<file path="config.mk">
export PLATFORM = sky130hd
export DESIGN_NAME = line_burst_adaptor
export DESIGN_NICKNAME = d
export VERILOG_FILES = /design/src/rtl/line_adaptor_pkg.sv /design/src/rtl/line_beat_buffer.sv /design/src/rtl/line_burst_adaptor.sv
export SDC_FILE = /design/constraint.sdc
export NUM_CORES = 1
export LEC_CHECK = 0
export CAP_MARGIN = 10
export CELL_PAD_IN_SITES_DETAIL_PLACEMENT = 0
export CELL_PAD_IN_SITES_GLOBAL_PLACEMENT = 1
export CORE_ASPECT_RATIO = 0.6
export CORE_MARGIN = 1.5
export CORE_UTILIZATION = 30
export DETAILED_ROUTE_END_ITERATION = 7
export MAX_ROUTING_LAYER = met4
export PLACE_DENSITY_LB_ADDON = 0.1
export SYNTH_ARGS = -nofsm -noshare
export SYNTH_HDL_FRONTEND = slang
export SYNTH_SLANG_ARGS = --single-unit
</file>
<file path="constraint.sdc">
create_clock -name clk -period 2 [get_ports clk]
set_input_delay 0.3 -clock clk [delete_from_list [all_inputs] [get_ports clk]]
set_output_delay 0.3 -clock clk [all_outputs]
set_load 0.03 [all_outputs]
</file>
<file path="src/rtl/line_adaptor_pkg.sv">
// line_adaptor_pkg
// Shared types and constants for the line-to-burst memory adaptor.
//   S_OFFSET   : line offset bits (line address has these bits cleared)
//   S_LINE     : line width in bits
//   S_BEAT     : burst beat width in bits
//   NUM_BEATS  : beats per line
//   beat_idx_t : beat counter / slice index type
//   state_e    : adaptor FSM states
package line_adaptor_pkg;

    localparam int S_OFFSET  = 5;
    localparam int S_LINE    = 256;
    localparam int S_BEAT    = 64;
    localparam int NUM_BEATS = S_LINE / S_BEAT;
    localparam int BEAT_W    = $clog2(NUM_BEATS);

    typedef logic [BEAT_W-1:0] beat_idx_t;

    typedef enum logic [1:0] {
        IDLE  = 2'd0,
        READ  = 2'd1,
        WRITE = 2'd2,
        DONE  = 2'd3
    } state_e;

    // Clear the offset bits to form the line-aligned address.
    function automatic logic [31:0] align_addr(input logic [31:0] addr);
        logic [31:0] a;
        a = addr;
        a[S_OFFSET-1:0] = '0;
        return a;
    endfunction

endpackage

</file>
<file path="src/rtl/line_beat_buffer.sv">
// line_beat_buffer
// One cache line of storage, viewed as NUM_BEATS beat slices.
//   clk, rst_n  : clock, synchronous active-low reset (clears the line)
//   line_load   : load the whole line from line_in (takes priority)
//   line_in     : full line input
//   beat_load   : load slice beat_idx from beat_in
//   beat_idx    : slice written by beat_load
//   beat_in     : beat data input
//   rd_idx      : slice selected onto beat_out
//   line_out    : full stored line
//   beat_out    : stored slice rd_idx
module line_beat_buffer
    import line_adaptor_pkg::*;
(
    input  logic                              clk,
    input  logic                              rst_n,
    input  logic                              line_load,
    input  logic [NUM_BEATS-1:0][S_BEAT-1:0]  line_in,
    input  logic                              beat_load,
    input  beat_idx_t                         beat_idx,
    input  logic [S_BEAT-1:0]                 beat_in,
    input  beat_idx_t                         rd_idx,
    output logic [NUM_BEATS-1:0][S_BEAT-1:0]  line_out,
    output logic [S_BEAT-1:0]                 beat_out
);

    logic [NUM_BEATS-1:0][S_BEAT-1:0] buf_q, buf_d;

    always_comb begin
        buf_d = buf_q;
        if (line_load) begin
            buf_d = line_in;
        end else if (beat_load) begin
            buf_d[beat_idx] = beat_in;
        end
    end

    always_ff @(posedge clk) begin
        if (!rst_n) buf_q <= '0;
        else        buf_q <= buf_d;
    end

    assign line_out = buf_q;
    assign beat_out = buf_q[rd_idx];

endmodule

</file>
<file path="src/rtl/line_burst_adaptor.sv">
// line_burst_adaptor
// Turns one held 256-bit line read/write from the cache into a 4-beat 64-bit
// burst on the memory port, then pulses line_resp for one cycle.
//   clk, rst_n                 : clock, synchronous active-low reset
//   line_read / line_write     : line request (held until line_resp; write wins)
//   line_address / line_wdata  : request address / write line
//   line_resp / line_rdata     : completion pulse / last assembled read line
//   mem_read / mem_write       : registered burst requests
//   mem_address / mem_wdata    : line-aligned burst address / current write beat
//   mem_rdata / mem_resp       : read beat / beat handshake from memory
module line_burst_adaptor
    import line_adaptor_pkg::*;
(
    input  logic              clk,
    input  logic              rst_n,
    input  logic              line_read,
    input  logic              line_write,
    input  logic [31:0]       line_address,
    input  logic [S_LINE-1:0] line_wdata,
    output logic              line_resp,
    output logic [S_LINE-1:0] line_rdata,
    output logic              mem_read,
    output logic              mem_write,
    output logic [31:0]       mem_address,
    output logic [S_BEAT-1:0] mem_wdata,
    input  logic [S_BEAT-1:0] mem_rdata,
    input  logic              mem_resp
);

    state_e            state_q, state_d;
    beat_idx_t         beat_q, beat_d;
    logic [31:0]       mem_address_q, mem_address_d;
    logic              mem_read_q, mem_read_d;
    logic              mem_write_q, mem_write_d;
    logic              line_resp_q, line_resp_d;
    logic [S_BEAT-1:0] mem_wdata_q, mem_wdata_d;

    logic              wbuf_line_load;
    logic              rbuf_beat_load;
    beat_idx_t         wbuf_rd_idx;
    logic [S_BEAT-1:0] wbuf_beat;
    logic [S_BEAT-1:0] rbuf_beat_unused;
    logic [S_LINE-1:0] wbuf_line_unused;
    logic              last_beat;

    assign last_beat = (beat_q == beat_idx_t'(NUM_BEATS - 1));
    // mem_wdata is registered, so the write buffer is read one beat ahead.
    assign wbuf_rd_idx = beat_q + 1'b1;

    always_comb begin
        state_d        = state_q;
        beat_d         = beat_q;
        mem_address_d  = mem_address_q;
        mem_read_d     = mem_read_q;
        mem_write_d    = mem_write_q;
        mem_wdata_d    = mem_wdata_q;
        line_resp_d    = 1'b0;
        wbuf_line_load = 1'b0;
        rbuf_beat_load = 1'b0;
        case (state_q)
            IDLE: begin
                if (line_write) begin
                    state_d        = WRITE;
                    beat_d         = '0;
                    mem_address_d  = align_addr(line_address);
                    mem_write_d    = 1'b1;
                    // Buffer loads on the same edge, so beat 0 comes straight from the input.
                    mem_wdata_d    = line_wdata[S_BEAT-1:0];
                    wbuf_line_load = 1'b1;
                end else if (line_read) begin
                    state_d       = READ;
                    beat_d        = '0;
                    mem_address_d = align_addr(line_address);
                    mem_read_d    = 1'b1;
                end
            end
            READ: begin
                if (mem_resp) begin
                    rbuf_beat_load = 1'b1;
                    if (last_beat) begin
                        state_d     = DONE;
                        beat_d      = '0;
                        mem_read_d  = 1'b0;
                        line_resp_d = 1'b1;
                    end else begin
                        beat_d = beat_q + 1'b1;
                    end
                end
            end
            WRITE: begin
                if (mem_resp) begin
                    if (last_beat) begin
                        state_d     = DONE;
                        beat_d      = '0;
                        mem_write_d = 1'b0;
                        mem_wdata_d = '0;
                        line_resp_d = 1'b1;
                    end else begin
                        beat_d      = beat_q + 1'b1;
                        mem_wdata_d = wbuf_beat;
                    end
                end
            end
            DONE: begin
                // Requests still held here belong to the finished transaction.
                state_d = IDLE;
            end
            default: state_d = IDLE;
        endcase
    end

    always_ff @(posedge clk) begin
        if (!rst_n) begin
            state_q       <= IDLE;
            beat_q        <= '0;
            mem_address_q <= '0;
            mem_read_q    <= 1'b0;
            mem_write_q   <= 1'b0;
            mem_wdata_q   <= '0;
            line_resp_q   <= 1'b0;
        end else begin
            state_q       <= state_d;
            beat_q        <= beat_d;
            mem_address_q <= mem_address_d;
            mem_read_q    <= mem_read_d;
            mem_write_q   <= mem_write_d;
            mem_wdata_q   <= mem_wdata_d;
            line_resp_q   <= line_resp_d;
        end
    end

    // Separate buffers so a write never disturbs the line visible on line_rdata.
    line_beat_buffer u_rbuf (
        .clk       (clk),
        .rst_n     (rst_n),
        .line_load (1'b0),
        .line_in   ('0),
        .beat_load (rbuf_beat_load),
        .beat_idx  (beat_q),
        .beat_in   (mem_rdata),
        .rd_idx    ('0),
        .line_out  (line_rdata),
        .beat_out  (rbuf_beat_unused)
    );

    line_beat_buffer u_wbuf (
        .clk       (clk),
        .rst_n     (rst_n),
        .line_load (wbuf_line_load),
        .line_in   (line_wdata),
        .beat_load (1'b0),
        .beat_idx  ('0),
        .beat_in   ('0),
        .rd_idx    (wbuf_rd_idx),
        .line_out  (wbuf_line_unused),
        .beat_out  (wbuf_beat)
    );

    assign line_resp   = line_resp_q;
    assign mem_read    = mem_read_q;
    assign mem_write   = mem_write_q;
    assign mem_address = mem_address_q;
    assign mem_wdata   = mem_wdata_q;

endmodule
</file>
-- After elaboration in Yosys (flattened, before gate mapping)
Index checks and enable logic that the tools add are counted.
- bits in registers: 615
- bits of input ports: 357
- output and inout port bits: 355
- $add $sub $neg: 1
- order comparisons: 3
- equality and inequality tests: 14
- multiplexer cells: 33
- reduce and logical (&&, ||, !) cells: 14
- operators with widths (kind ; count):
    64-bit 2-to-1 mux ; 5
    256-bit bitwise mux ; 1
    64-bit binary-select mux with 2-bit select ; 1
    64-bit demux with 2-bit select ; 1
    64-bit one-hot mux with 2 select lines ; 1
    32-bit 2-to-1 mux ; 2
    2-bit 2-to-1 mux ; 8
    2-bit inequality test (second input constant) ; 7
    3-bit AND reduction ; 4
    1-bit 2-to-1 mux ; 10
    2-bit nonzero test ; 4
    2-bit equality test (second input constant) ; 3
    2-bit by 3-bit less-than comparator with 1-bit output (second input constant) ; 2
    2-bit one-hot mux with 3 select lines ; 1
    5-bit AND reduction ; 1
    2-bit by 1-bit inequality test with 1-bit output (second input constant) ; 2
    1-bit one-hot mux with 2 select lines ; 2
    2-bit one-hot mux with 2 select lines ; 1
    4-bit AND reduction ; 1
    3-bit inequality test (second input constant) ; 1
    2-bit by 1-bit adder with 2-bit output (second input constant) ; 1
    2-bit by 1-bit equality test with 1-bit output (second input constant) ; 1
    2-bit by 1-bit greater-or-equal comparator with 1-bit output (second input constant) ; 1
    2-bit logical NOT ; 1
    other kinds (3) ; 3

-- Longest topological paths before layout
Gate-level depths: netlist of run 1.
- depth after elaboration: 6
- gate-level depth with buffers: 9
- mapped depth without buffers: 6

-- Cells and area by module
A second synthesis of run 1 with hierarchy kept.
- cells, all modules: 3185
- area total of the unflattened synthesis: 31466.4 um2
- modules (own cells, without submodules) (module ; times used ; cells each ; area each (um2) ; sequential area each (um2)):
    line_beat_buffer ; 2 ; 1351 ; 13618.1 ; 5124.9
    line_burst_adaptor ; 1 ; 483 ; 4230.3 ; 1961.9

-- Worst setup path after synthesis of run 1
OpenSTA, ideal clock, no wires.
- path kind: register -> register
- start point: register beat_q[0]
- end point: register mem_wdata_q[29] (netlist: mem_wdata[29])
- library setup time: 0.118 ns
- arrival: 1.748 ns
- required time: 1.882 ns
- path slack: 0.134 ns
- stages on the path, launching flop included: 10
- buffers on the path: 3
- period minus slack after synthesis: 1.866 ns
- path through: dfxtp_1 > inv_1 > ha_1 > clkbuf_2 > buf_2 > buf_2 > mux2i_1 > o22ai_1 > nor3_1 > nor2_1
- cells in the longest elaborated chain, start to end: 6
- ends and longest elaborated chain (element ; RTL line ; RTL):
    start, declared ; line_burst_adaptor.sv:31 ; beat_idx_t beat_q, beat_d;
    start signal, assigned ; line_burst_adaptor.sv:123 ; beat_q <= beat_d;
    2-bit by 1-bit adder with 2-bit output ; line_burst_adaptor.sv:48 ; assign wbuf_rd_idx = beat_q + 1'b1;
    64-bit binary-select mux with 2-bit select ; line_beat_buffer.sv:44 ; assign beat_out = buf_q[rd_idx];
    64-bit 2-to-1 mux (not written as such) ; line_beat_buffer.sv:44 ;
    64-bit 2-to-1 mux * ; line_burst_adaptor.sv:92 ; if (last_beat) begin
    64-bit 2-to-1 mux * ; line_burst_adaptor.sv:91 ; if (mem_resp) begin
    64-bit one-hot mux with 2 select lines * ; line_burst_adaptor.sv:60 ; case (state_q)
    end signal, assigned ; line_burst_adaptor.sv:127 ; mem_wdata_q <= mem_wdata_d;
    end, declared ; line_burst_adaptor.sv:36 ; logic [S_BEAT-1:0] mem_wdata_q, mem_wdata_d;
Every way passes the cells marked *; elsewhere a longest branch is shown, timed or not. The select of a mux whose other input is x is not followed.
A chain may end at the register's enable or synchronous reset.

-- Worst setup path in the final report of run 1
- start point: register u_rbuf.buf_q (netlist bit u_rbuf.line_out[30])
- end point: output port line_rdata[30]
- RTL lines (element ; RTL line ; RTL):
    start, declared ; line_beat_buffer.sv:27 ; logic [NUM_BEATS-1:0][S_BEAT-1:0] buf_q, buf_d;
    start signal, assigned ; line_beat_buffer.sv:40 ; else buf_q <= buf_d;
    end, declared ; line_burst_adaptor.sv:21 ; output logic [S_LINE-1:0] line_rdata,
No word-level cell between the ends.

==> results of run 1 <==
what timing repair did:
action,in CTS,in global routing
hold buffers,0,0
gates resized for setup,291,64
hold endpoints to repair,0,0
cloned,0,2
setup endpoints to repair,291,71
pin swaps,0,6
setup buffers,0,15
layer usage:
metal  vias to the layer above  track usage
met1                     10800        0.283
li1                      11300            -
met4                         0       0.0840
met2                       582        0.369
met3                       161       0.0423
met5                         -            -
area by class of cell:
class                      count  area (um2)
fill                        7780       43200
sequential                   610       12200
multi-input combinational   2127       10100
timing repair buffer         819        8360
clock buffer                  95        1790
tap                         1053        1320
inverter                      70         270
clock inverter                18         253
antenna                       22        55.1
final timing paths:
path / cells after the start / to
setup reg to reg: 8 / mem_wdata[14]
hold reg to reg: 2 / u_rbuf.line_out[176]
hold / removal: 3 / mem_wdata[1]
setup / recovery: 1 / line_rdata[30]
cell families after synthesis:
group | synth area share
AND/OR/NAND/NOR | 0.213
AO/OA/AOI/OAI | 0.149
flip-flops | 0.519
adder cells (fa/ha/maj) | 0.00478
buffers and inverters | 0.0577
other | 0.000159
multiplexers | 0.0557
power breakdown:
| group | switching, mW | internal, mW | leakage, nW |
|---|---|---|---|
| registers | 1.07 | 14.2 | 4.98 |
| clock network | 5.07 | 6.89 | 0.993 |
| logic | 9.88 | 6.31 | 8.46 |
| total | 16.0 | 27.4 | 14.4 |
cell usage after synthesis (2+ instances only):
library cell	count	share of area
sky130_fd_sc_hd__buf_4	12	0.0038
sky130_fd_sc_hd__nand2b_1	2	0.00053
sky130_fd_sc_hd__buf_2	77	0.016
sky130_fd_sc_hd__nor3_1	64	0.014
sky130_fd_sc_hd__a21boi_0	5	0.0016
sky130_fd_sc_hd__o22ai_1	64	0.017
sky130_fd_sc_hd__buf_6	7	0.0033
sky130_fd_sc_hd__nand3_1	5	0.0011
sky130_fd_sc_hd__ha_1	9	0.0048
sky130_fd_sc_hd__o21ai_0	67	0.014
sky130_fd_sc_hd__and3_1	4	0.0011
sky130_fd_sc_hd__nor3b_1	2	0.00064
sky130_fd_sc_hd__a21oi_1	537	0.11
sky130_fd_sc_hd__inv_1	69	0.011
sky130_fd_sc_hd__clkbuf_1	130	0.021
sky130_fd_sc_hd__nand2_1	1083	0.17
sky130_fd_sc_hd__nor2b_1	2	0.00053
sky130_fd_sc_hd__dfxtp_1	610	0.52
sky130_fd_sc_hd__nor2_1	132	0.021
sky130_fd_sc_hd__mux2i_1	131	0.056
sky130_fd_sc_hd__buf_1	13	0.0021
registers in the layout (all words and copies together) (netlist names):
register and count:
u_rbuf.line_out 256, u_wbuf.line_out 256, mem_wdata 64, mem_address 27, beat_q 2, state_q 2
line_resp 1, mem_read 1, mem_write 1
metrics by stage:
step           utilization  total power [mW]
2_1_floorplan            -              24.6
3_3_place_gp         0.416              31.7
3_5_place_dp         0.416              31.9
4_1_cts              0.438              43.4
5_1_grt              0.443              45.8
6_report             0.443              43.4
==> flow_summary.json, run 1 <==
{
  "start_kind": "flop",
  "placeableCoreArea_um2": 77600,
  "setup_ws_ns": 0.0475,
  "finalHoldViolCount": 0,
  "share_of_async_settable_or_async_resettable_flops_after_synthesis": 0,
  "postSynthRegisterBits": 610,
  "avgSynthCellArea_um2": 7.74,
  "dieArea_um2": 80200,
  "drt-total-wl_mm": 93.6,
  "routed_via_density": 4.75,
  "layout.cells.non_filler": 4814,
  "tritoncts_num_sinks": 610,
  "cpLargestDelayFamily": "buffers and inverters",
  "dr_total_vias": 22800,
  "endpoint_kind": "output port",
  "cts_tree": "yes",
  "critical_path_peak_fanout": 2,
  "first_global_vias": 22300,
  "synth_top_flop_cell": "sky130_fd_sc_hd__dfxtp_1",
  "clock_skew_ns": 0.0177,
  "groute.usage.overall": 0.228,
  "synthDistinctLibCells": 37,
  "period_needed_ns": 1.95,
  "fin_crit_sh": 0.976,
  "place.port_buffers": 701,
  "layout-drive-gt1-share": 0.0642,
  "layout.cells.most_common_list": "sky130_fd_sc_hd__nand2_1, sky130_fd_sc_hd__dfxtp_1, sky130_fd_sc_hd__a21oi_1",
  "ctsLongestPathBuffers": 3,
  "timing.critical_path.slowest_stage_cell": "sky130_fd_sc_hd__clkdlybuf4s50_1",
  "tritoncts_buffer_count": 61,
  "max_cap_violations": 0,
  "worstHoldPathType": "in -> reg",
  "cp_class": "reg -> out",
  "power-per-cell-area_nw_per_um2": 1260,
  "outcome": "complete, no violations",
  "synth_cells": 3041,
  "nets": 4055,
  "timing_max_transition_violations_final": 0,
  "holdCritStartpoint": "rst_n",
  "met2_wirelength_mm": 44.3,
  "slowest_stage_delay_on_critical_path_ns": 0.68,
  "startpoint": "u_rbuf.line_out[30]",
  "synth.cell_area_um2": 23500,
  "totalNegativeSetupSlack_ns": 0,
  "die_h_um": 220,
  "max_slew.worst_pin.slew_ns": 0.504,
  "timing.final.setup_violations": 0,
  "placed_area_um2": 32300,
  "grt-ovfl-total": 0,
  "grt_max_degree": 100,
  "firstDrtPassIters": 5,
  "worst-path-buf-inv": 1,
  "worstPathCellList": "clkdlybuf4s50_1",
  "met3_length_mm": 4.95,
  "fmaxAchievable_mhz": 512,
  "htreeDepth": 2,
  "worst_setup_hold_path_clk_slew_ns": 0.07,
  "post-route-cell-area_um2": 34400,
  "r2r_slack_ns": 0.06,
  "cts.root.buffer_cell": "sky130_fd_sc_hd__clkbuf_16",
  "dr.first_iter.drc_count": 1253,
  "drt_drc_violations_left": 0,
  "synth_seq_area_share": 0.519,
  "static-leakage-power_nw": 14.4,
  "dpl.cell_count": 4662,
  "worstReg2RegStart": "beat_q[0]",
  "skew_pair_late_insertion_delay_ns": 0.64,
  "io-pin-count": 712,
  "grt_setup_unrepaired": "true",
  "commonest_non_fill_non_tap_cell_in_the_layout": "sky130_fd_sc_hd__nand2_1",
  "detailedPlacementHpwl_mm": 65.2,
  "top_sig_layer": "met4",
  "final_antenna_net_count": 0,
  "vdd.ir_drop.worst_mv": 0.851,
  "detailedPlace.worstSlack_ns": 0.00517,
  "gp_congestion": 0.824,
  "worst-endpoint-arrival_ns": 1.65,
  "floorplan.die.width_um": 365,
  "ys.warnings.count": 0,
  "layout-area-overhead-vs-synth_pct": 46.1,
  "initial_core_util": 0.303,
  "grt_first_pass_wirelength_mm": 136,
  "critical_path_required_ns": 1.70,
  "antenna_found_initial": 20,
  "average_detailed_routed_wire_length_per_instance_um": 19.4,
  "worst_max_slew_margin_expressed_relative_to_the_limit": 0.664,
  "wl_met1_mm": 41.5,
  "synth_edf_count": 0,
  "placement_rows": 79,
  "worst_hold_slack_ns": 0.110
}
Power figures use the tool's default switching activity.
==> inputs of run 2 (changes only) <==
==> constraint.sdc (replaced) <==
create_clock -name clk -period 2 [get_ports clk]
set_input_delay 0.3 -clock clk [delete_from_list [all_inputs] [get_ports clk]]
set_output_delay 0.3 -clock clk [all_outputs]
set_load 0.02 [all_outputs]
==> flow_summary.json, run 2 (synthesized netlist as in run 1, its figures left out) <==
{
  "outcome": "complete, no violations",
  "worst_setup_hold_path_clk_slew_ns": 0.06,
  "worstHoldPathType": "in -> reg",
  "groute.usage.overall": 0.228,
  "grt_busiest_layer": "met2",
  "worstPathCellList": "clkdlybuf4s50_1",
  "initial_core_util": 0.303,
  "critical_path_peak_fanout": 2,
  "slowest_stage_delay_on_critical_path_ns": 0.69,
  "met1_resource_use_gr": 0.284,
  "sequential_cell_area_um2": 12200,
  "htreeDepth": 2,
  "finalHoldViolCount": 0,
  "tritoncts_num_sinks": 610,
  "layout.cells.non_filler": 4815,
  "critical_path_required_ns": 1.70,
  "tritoncts_buffer_count": 61,
  "drt-total-wl_mm": 93.4,
  "antenna_found_initial": 20,
  "ctsLongestPathBuffers": 3,
  "max_cap_violations": 0,
  "die_h_um": 220,
  "multi_input_combinational_cell_area_um2": 10100,
  "grt_max_degree": 100,
  "final_core_utilization": 0.447,
  "floorplan.die.width_um": 365,
  "first_global_vias": 22300,
  "drt_drc_violations_left": 0,
  "cts_tree": "yes",
  "placeableCoreArea_um2": 77600,
  "dr.first_iter.drc_count": 1243,
  "skew_pair_late_insertion_delay_ns": 0.64,
  "place.port_buffers": 701,
  "period_needed_ns": 1.95,
  "worst-endpoint-arrival_ns": 1.65,
  "number_of_buffers_inserted_by_hold_repair_at_cts": 0,
  "cpLargestDelayFamily": "buffers and inverters",
  "grt_first_pass_wirelength_mm": 136,
  "cp_class": "reg -> out",
  "routed_via_density": 4.74,
  "grt-ovfl-total": 0,
  "layout-drive-gt1-share": 0.0642,
  "layout-area-overhead-vs-synth_pct": 47.3,
  "layout.cells.most_common_list": "sky130_fd_sc_hd__nand2_1, sky130_fd_sc_hd__clkdlybuf4s50_1, sky130_fd_sc_hd__dfxtp_1",
  "design_power_total_mw": 43.1,
  "commonest_non_fill_non_tap_cell_in_the_layout": "sky130_fd_sc_hd__nand2_1",
  "gr-usage-met2": 0.369,
  "nets": 4055,
  "fin_crit_sh": 0.976,
  "gp_congestion": 0.824,
  "fmaxAchievable_mhz": 512,
  "io-pin-count": 712,
  "cts.root.buffer_cell": "sky130_fd_sc_hd__clkbuf_16",
  "timing.critical_path.slowest_stage_cell": "sky130_fd_sc_hd__clkdlybuf4s50_1",
  "worst-path-buf-inv": 1,
  "dr_total_vias": 22800,
  "final_antenna_net_count": 0,
  "detailedPlacementHpwl_mm": 65.2,
  "endpoint_kind": "output port",
  "timing_max_transition_violations_final": 0,
  "average_detailed_routed_wire_length_per_instance_um": 19.4,
  "power-per-cell-area_nw_per_um2": 1240,
  "static-leakage-power_nw": 13.0,
  "placement_rows": 79,
  "dpl.cell_count": 4662,
  "globalRouteMet3Util": 0.0422,
  "firstDrtPassIters": 5,
  "nFillCells": 7660,
  "start_kind": "flop",
  "clock_skew_ns": 0.0191,
  "vdd.ir_drop.worst_mv": 0.859,
  "grt_setup_unrepaired": "true",
  "timing.final.setup_violations": 0,
  "dieArea_um2": 80200
}
## run 2: area by class of cell
type                       instances  share of cell area
antenna                           23             0.00166
clock buffer                      95              0.0515
clock inverter                    18             0.00729
inverter                          70             0.00780
multi-input combinational       2127               0.292
sequential                       610               0.352
tap                             1053              0.0380
timing repair buffer             819               0.249
## run 2: final timing paths
check	from	end	slack [ns]	cells after the start
max	u_rbuf.line_out[226]	line_rdata[226]	0.05	1
min	rst_n	mem_wdata[1]	0.11	3
max reg2reg	beat_q[0]	mem_wdata[14]	0.05	8
min reg2reg	u_rbuf.line_out[162]	u_rbuf.line_out[162]	0.45	2
## run 2: routing by layer
layer	wire [um]	share of wire
met1	41400	0.44
met2	44300	0.47
met3	4730	0.051
met4	2930	0.031
met5	0	0
## run 2: timing repair
action,in CTS,in global routing
pin swaps,0,6
buffers inserted,0,15
hold endpoints to repair,0,0
resized for setup,30,47
cloned,0,2
endpoints found under the setup margin,30,54
## run 2: power breakdown
group | internal (mW) | switching (mW)
clock | 6.89 | 5.07
sequential | 14.2 | 1.11
combinational | 6.76 | 9.11
## run 2: metrics by stage
stage               hold WS (ns)  TNS, ns  area, um2  worst slack [ns]
detailed placement         0.446        0      32300           0.00517
CTS                       0.0518        0      34300           0.00227
global route              0.0977  -0.0471      34700           -0.0106
finish                     0.112        0      34700            0.0485
floorplan                  0.436        0      23600             0.134
global placement           0.439        0      32300            0.0472
==> inputs of run 3 (changes only) <==
CAP_MARGIN = 15   (was 10)
CORE_UTILIZATION = 34   (was 30)
==> flow_summary.json, run 3 (synthesized netlist as in run 1, its figures left out) <==
{
  "dpl.cell_count": 4548,
  "timing.final.setup_violations": 0,
  "antenna_found_initial": 15,
  "layout.cells.non_filler": 4692,
  "firstDrtPassIters": 8,
  "dieArea_um2": 70900,
  "worst-endpoint-arrival_ns": 1.65,
  "cpLargestDelayFamily": "buffers and inverters",
  "worstPathCellList": "clkdlybuf4s50_1",
  "cts.root.buffer_cell": "sky130_fd_sc_hd__clkbuf_16",
  "io-pin-count": 712,
  "layout-drive-gt1-share": 0.0720,
  "power-per-cell-area_nw_per_um2": 1240,
  "worst_hold_slack_ns": 0.0927,
  "htreeDepth": 2,
  "first_global_vias": 22000,
  "min_delay_path_depth": 3,
  "outcome": "complete, no violations",
  "die_h_um": 207,
  "static-leakage-power_nw": 12.8,
  "nets": 4081,
  "placeableCoreArea_um2": 68200,
  "vdd.ir_drop.worst_mv": 0.653,
  "initial_core_util": 0.345,
  "number_of_buffers_inserted_by_hold_repair_at_cts": 0,
  "drt_drc_violations_left": 0,
  "detailedPlacementHpwl_mm": 63.4,
  "skew_pair_late_insertion_delay_ns": 0.64,
  "cts_tree": "yes",
  "clock_skew_ns": 0.0244,
  "worstReg2RegStart": "state_q[0]",
  "period_needed_ns": 1.95,
  "timing_max_transition_violations_final": 0,
  "average_detailed_routed_wire_length_per_instance_um": 19.1,
  "groute.usage.overall": 0.246,
  "dr_total_vias": 22900,
  "grt_setup_unrepaired": "true",
  "max_cap_violations": 0,
  "holdCritStartpoint": "rst_n",
  "grt-ovfl-total": 0,
  "place.port_buffers": 701,
  "routed_via_density": 4.88,
  "worst-path-buf-inv": 1,
  "tritoncts_num_sinks": 610,
  "worst_setup_hold_path_clk_slew_ns": 0.07,
  "r2r_slack_ns": 0.08,
  "max_slew.worst_pin.slew_ns": 0.598,
  "final_antenna_net_count": 0,
  "placement_rows": 74,
  "finalHoldViolCount": 0,
  "fmaxAchievable_mhz": 514,
  "tritoncts_buffer_count": 59,
  "slowest_stage_delay_on_critical_path_ns": 0.67,
  "drt-total-wl_mm": 89.6,
  "timing.critical_path.slowest_stage_cell": "sky130_fd_sc_hd__clkdlybuf4s50_1",
  "layout.cells.most_common_list": "sky130_fd_sc_hd__nand2_1, sky130_fd_sc_hd__clkdlybuf4s50_1, sky130_fd_sc_hd__dfxtp_1",
  "dr.first_iter.drc_count": 1500,
  "fin_crit_sh": 0.973,
  "endpoint_kind": "output port",
  "grt_first_pass_wirelength_mm": 131,
  "start_kind": "flop",
  "layout-area-overhead-vs-synth_pct": 47.4,
  "crit-reg2reg-capture": "mem_wdata[58]",
  "gp_congestion": 0.862,
  "floorplan.die.width_um": 343,
  "timing.hold.worst_endpoint": "mem_wdata[61]",
  "critical_path_peak_fanout": 2,
  "commonest_non_fill_non_tap_cell_in_the_layout": "sky130_fd_sc_hd__nand2_1",
  "cp_class": "reg -> out",
  "rr_worst_depth": 8,
  "grt_max_degree": 70,
  "critical_path_required_ns": 1.70,
  "ctsLongestPathBuffers": 3,
  "worstHoldPathType": "in -> reg",
  "worst_max_slew_margin_expressed_relative_to_the_limit": 0.601
}
run 3: tightest hold or removal path, delay by kind of cell:
family | cells | cell delay, ns
buffers and inverters | 1 | 0.22
AO/OA/AOI/OAI | 1 | 0.11
AND/OR/NAND/NOR | 1 | 0.05
run 3: what timing repair did:
| item | in CTS | in global routing |
|---|---|---|
| endpoints found under the setup margin | 16 | 166 |
| gates cloned | 0 | 2 |
| buffers inserted | 0 | 16 |
| pin swaps | 0 | 1 |
| gates resized for setup | 16 | 23 |
run 3: layout make-up:
type                       count  area, um2
fill                        6483      33500
sequential                   610      12200
multi-input combinational   2125      10100
timing repair buffer         849       8940
clock buffer                  94       1840
tap                          912       1140
inverter                      70        270
clock inverter                16        178
antenna                       16       40.0
run 3: worst max path at each step:
stage	from	end	slack, ns	cells after the start
2_1_floorplan	beat_q[0]	mem_wdata[29]	0.13	9
3_3_place_gp	mem_resp	mem_wdata[43]	0.06	6
3_5_place_dp	mem_resp	mem_wdata[44]	-0.001	6
4_1_cts	u_rbuf.line_out[191]	line_rdata[191]	0.0005	1
5_1_grt	state_q[0]	mem_wdata[44]	-0.008	8
6_report	u_rbuf.line_out[138]	line_rdata[138]	0.05	1
run 3: per-stage QoR:
step           utilization  power, mW  setup slack, ns  cell area, um2  setup TNS, ns
2_1_floorplan            -       23.8            0.134           23600              0
6_report             0.509       42.9           0.0536           34700              0
3_3_place_gp         0.475       30.9           0.0617           32400              0
3_5_place_dp         0.475       31.2         -0.00140           32400       -0.00140
5_1_grt              0.509       45.2         -0.00770           34700        -0.0147
4_1_cts              0.504       42.9         0.000535           34400              0
run 3: per-layer routing:
layer | wire length (um) | track usage
met2 | 43800 | 0.407
met4 | 2410 | 0.0830
met5 | 0 | -
met1 | 38600 | 0.305
met3 | 4760 | 0.0439
run 3: power by group:
part / internal (mW) / switching (mW)
combinational: 7.01 / 9.00
clock: 6.68 / 4.98
sequential: 14.1 / 1.08
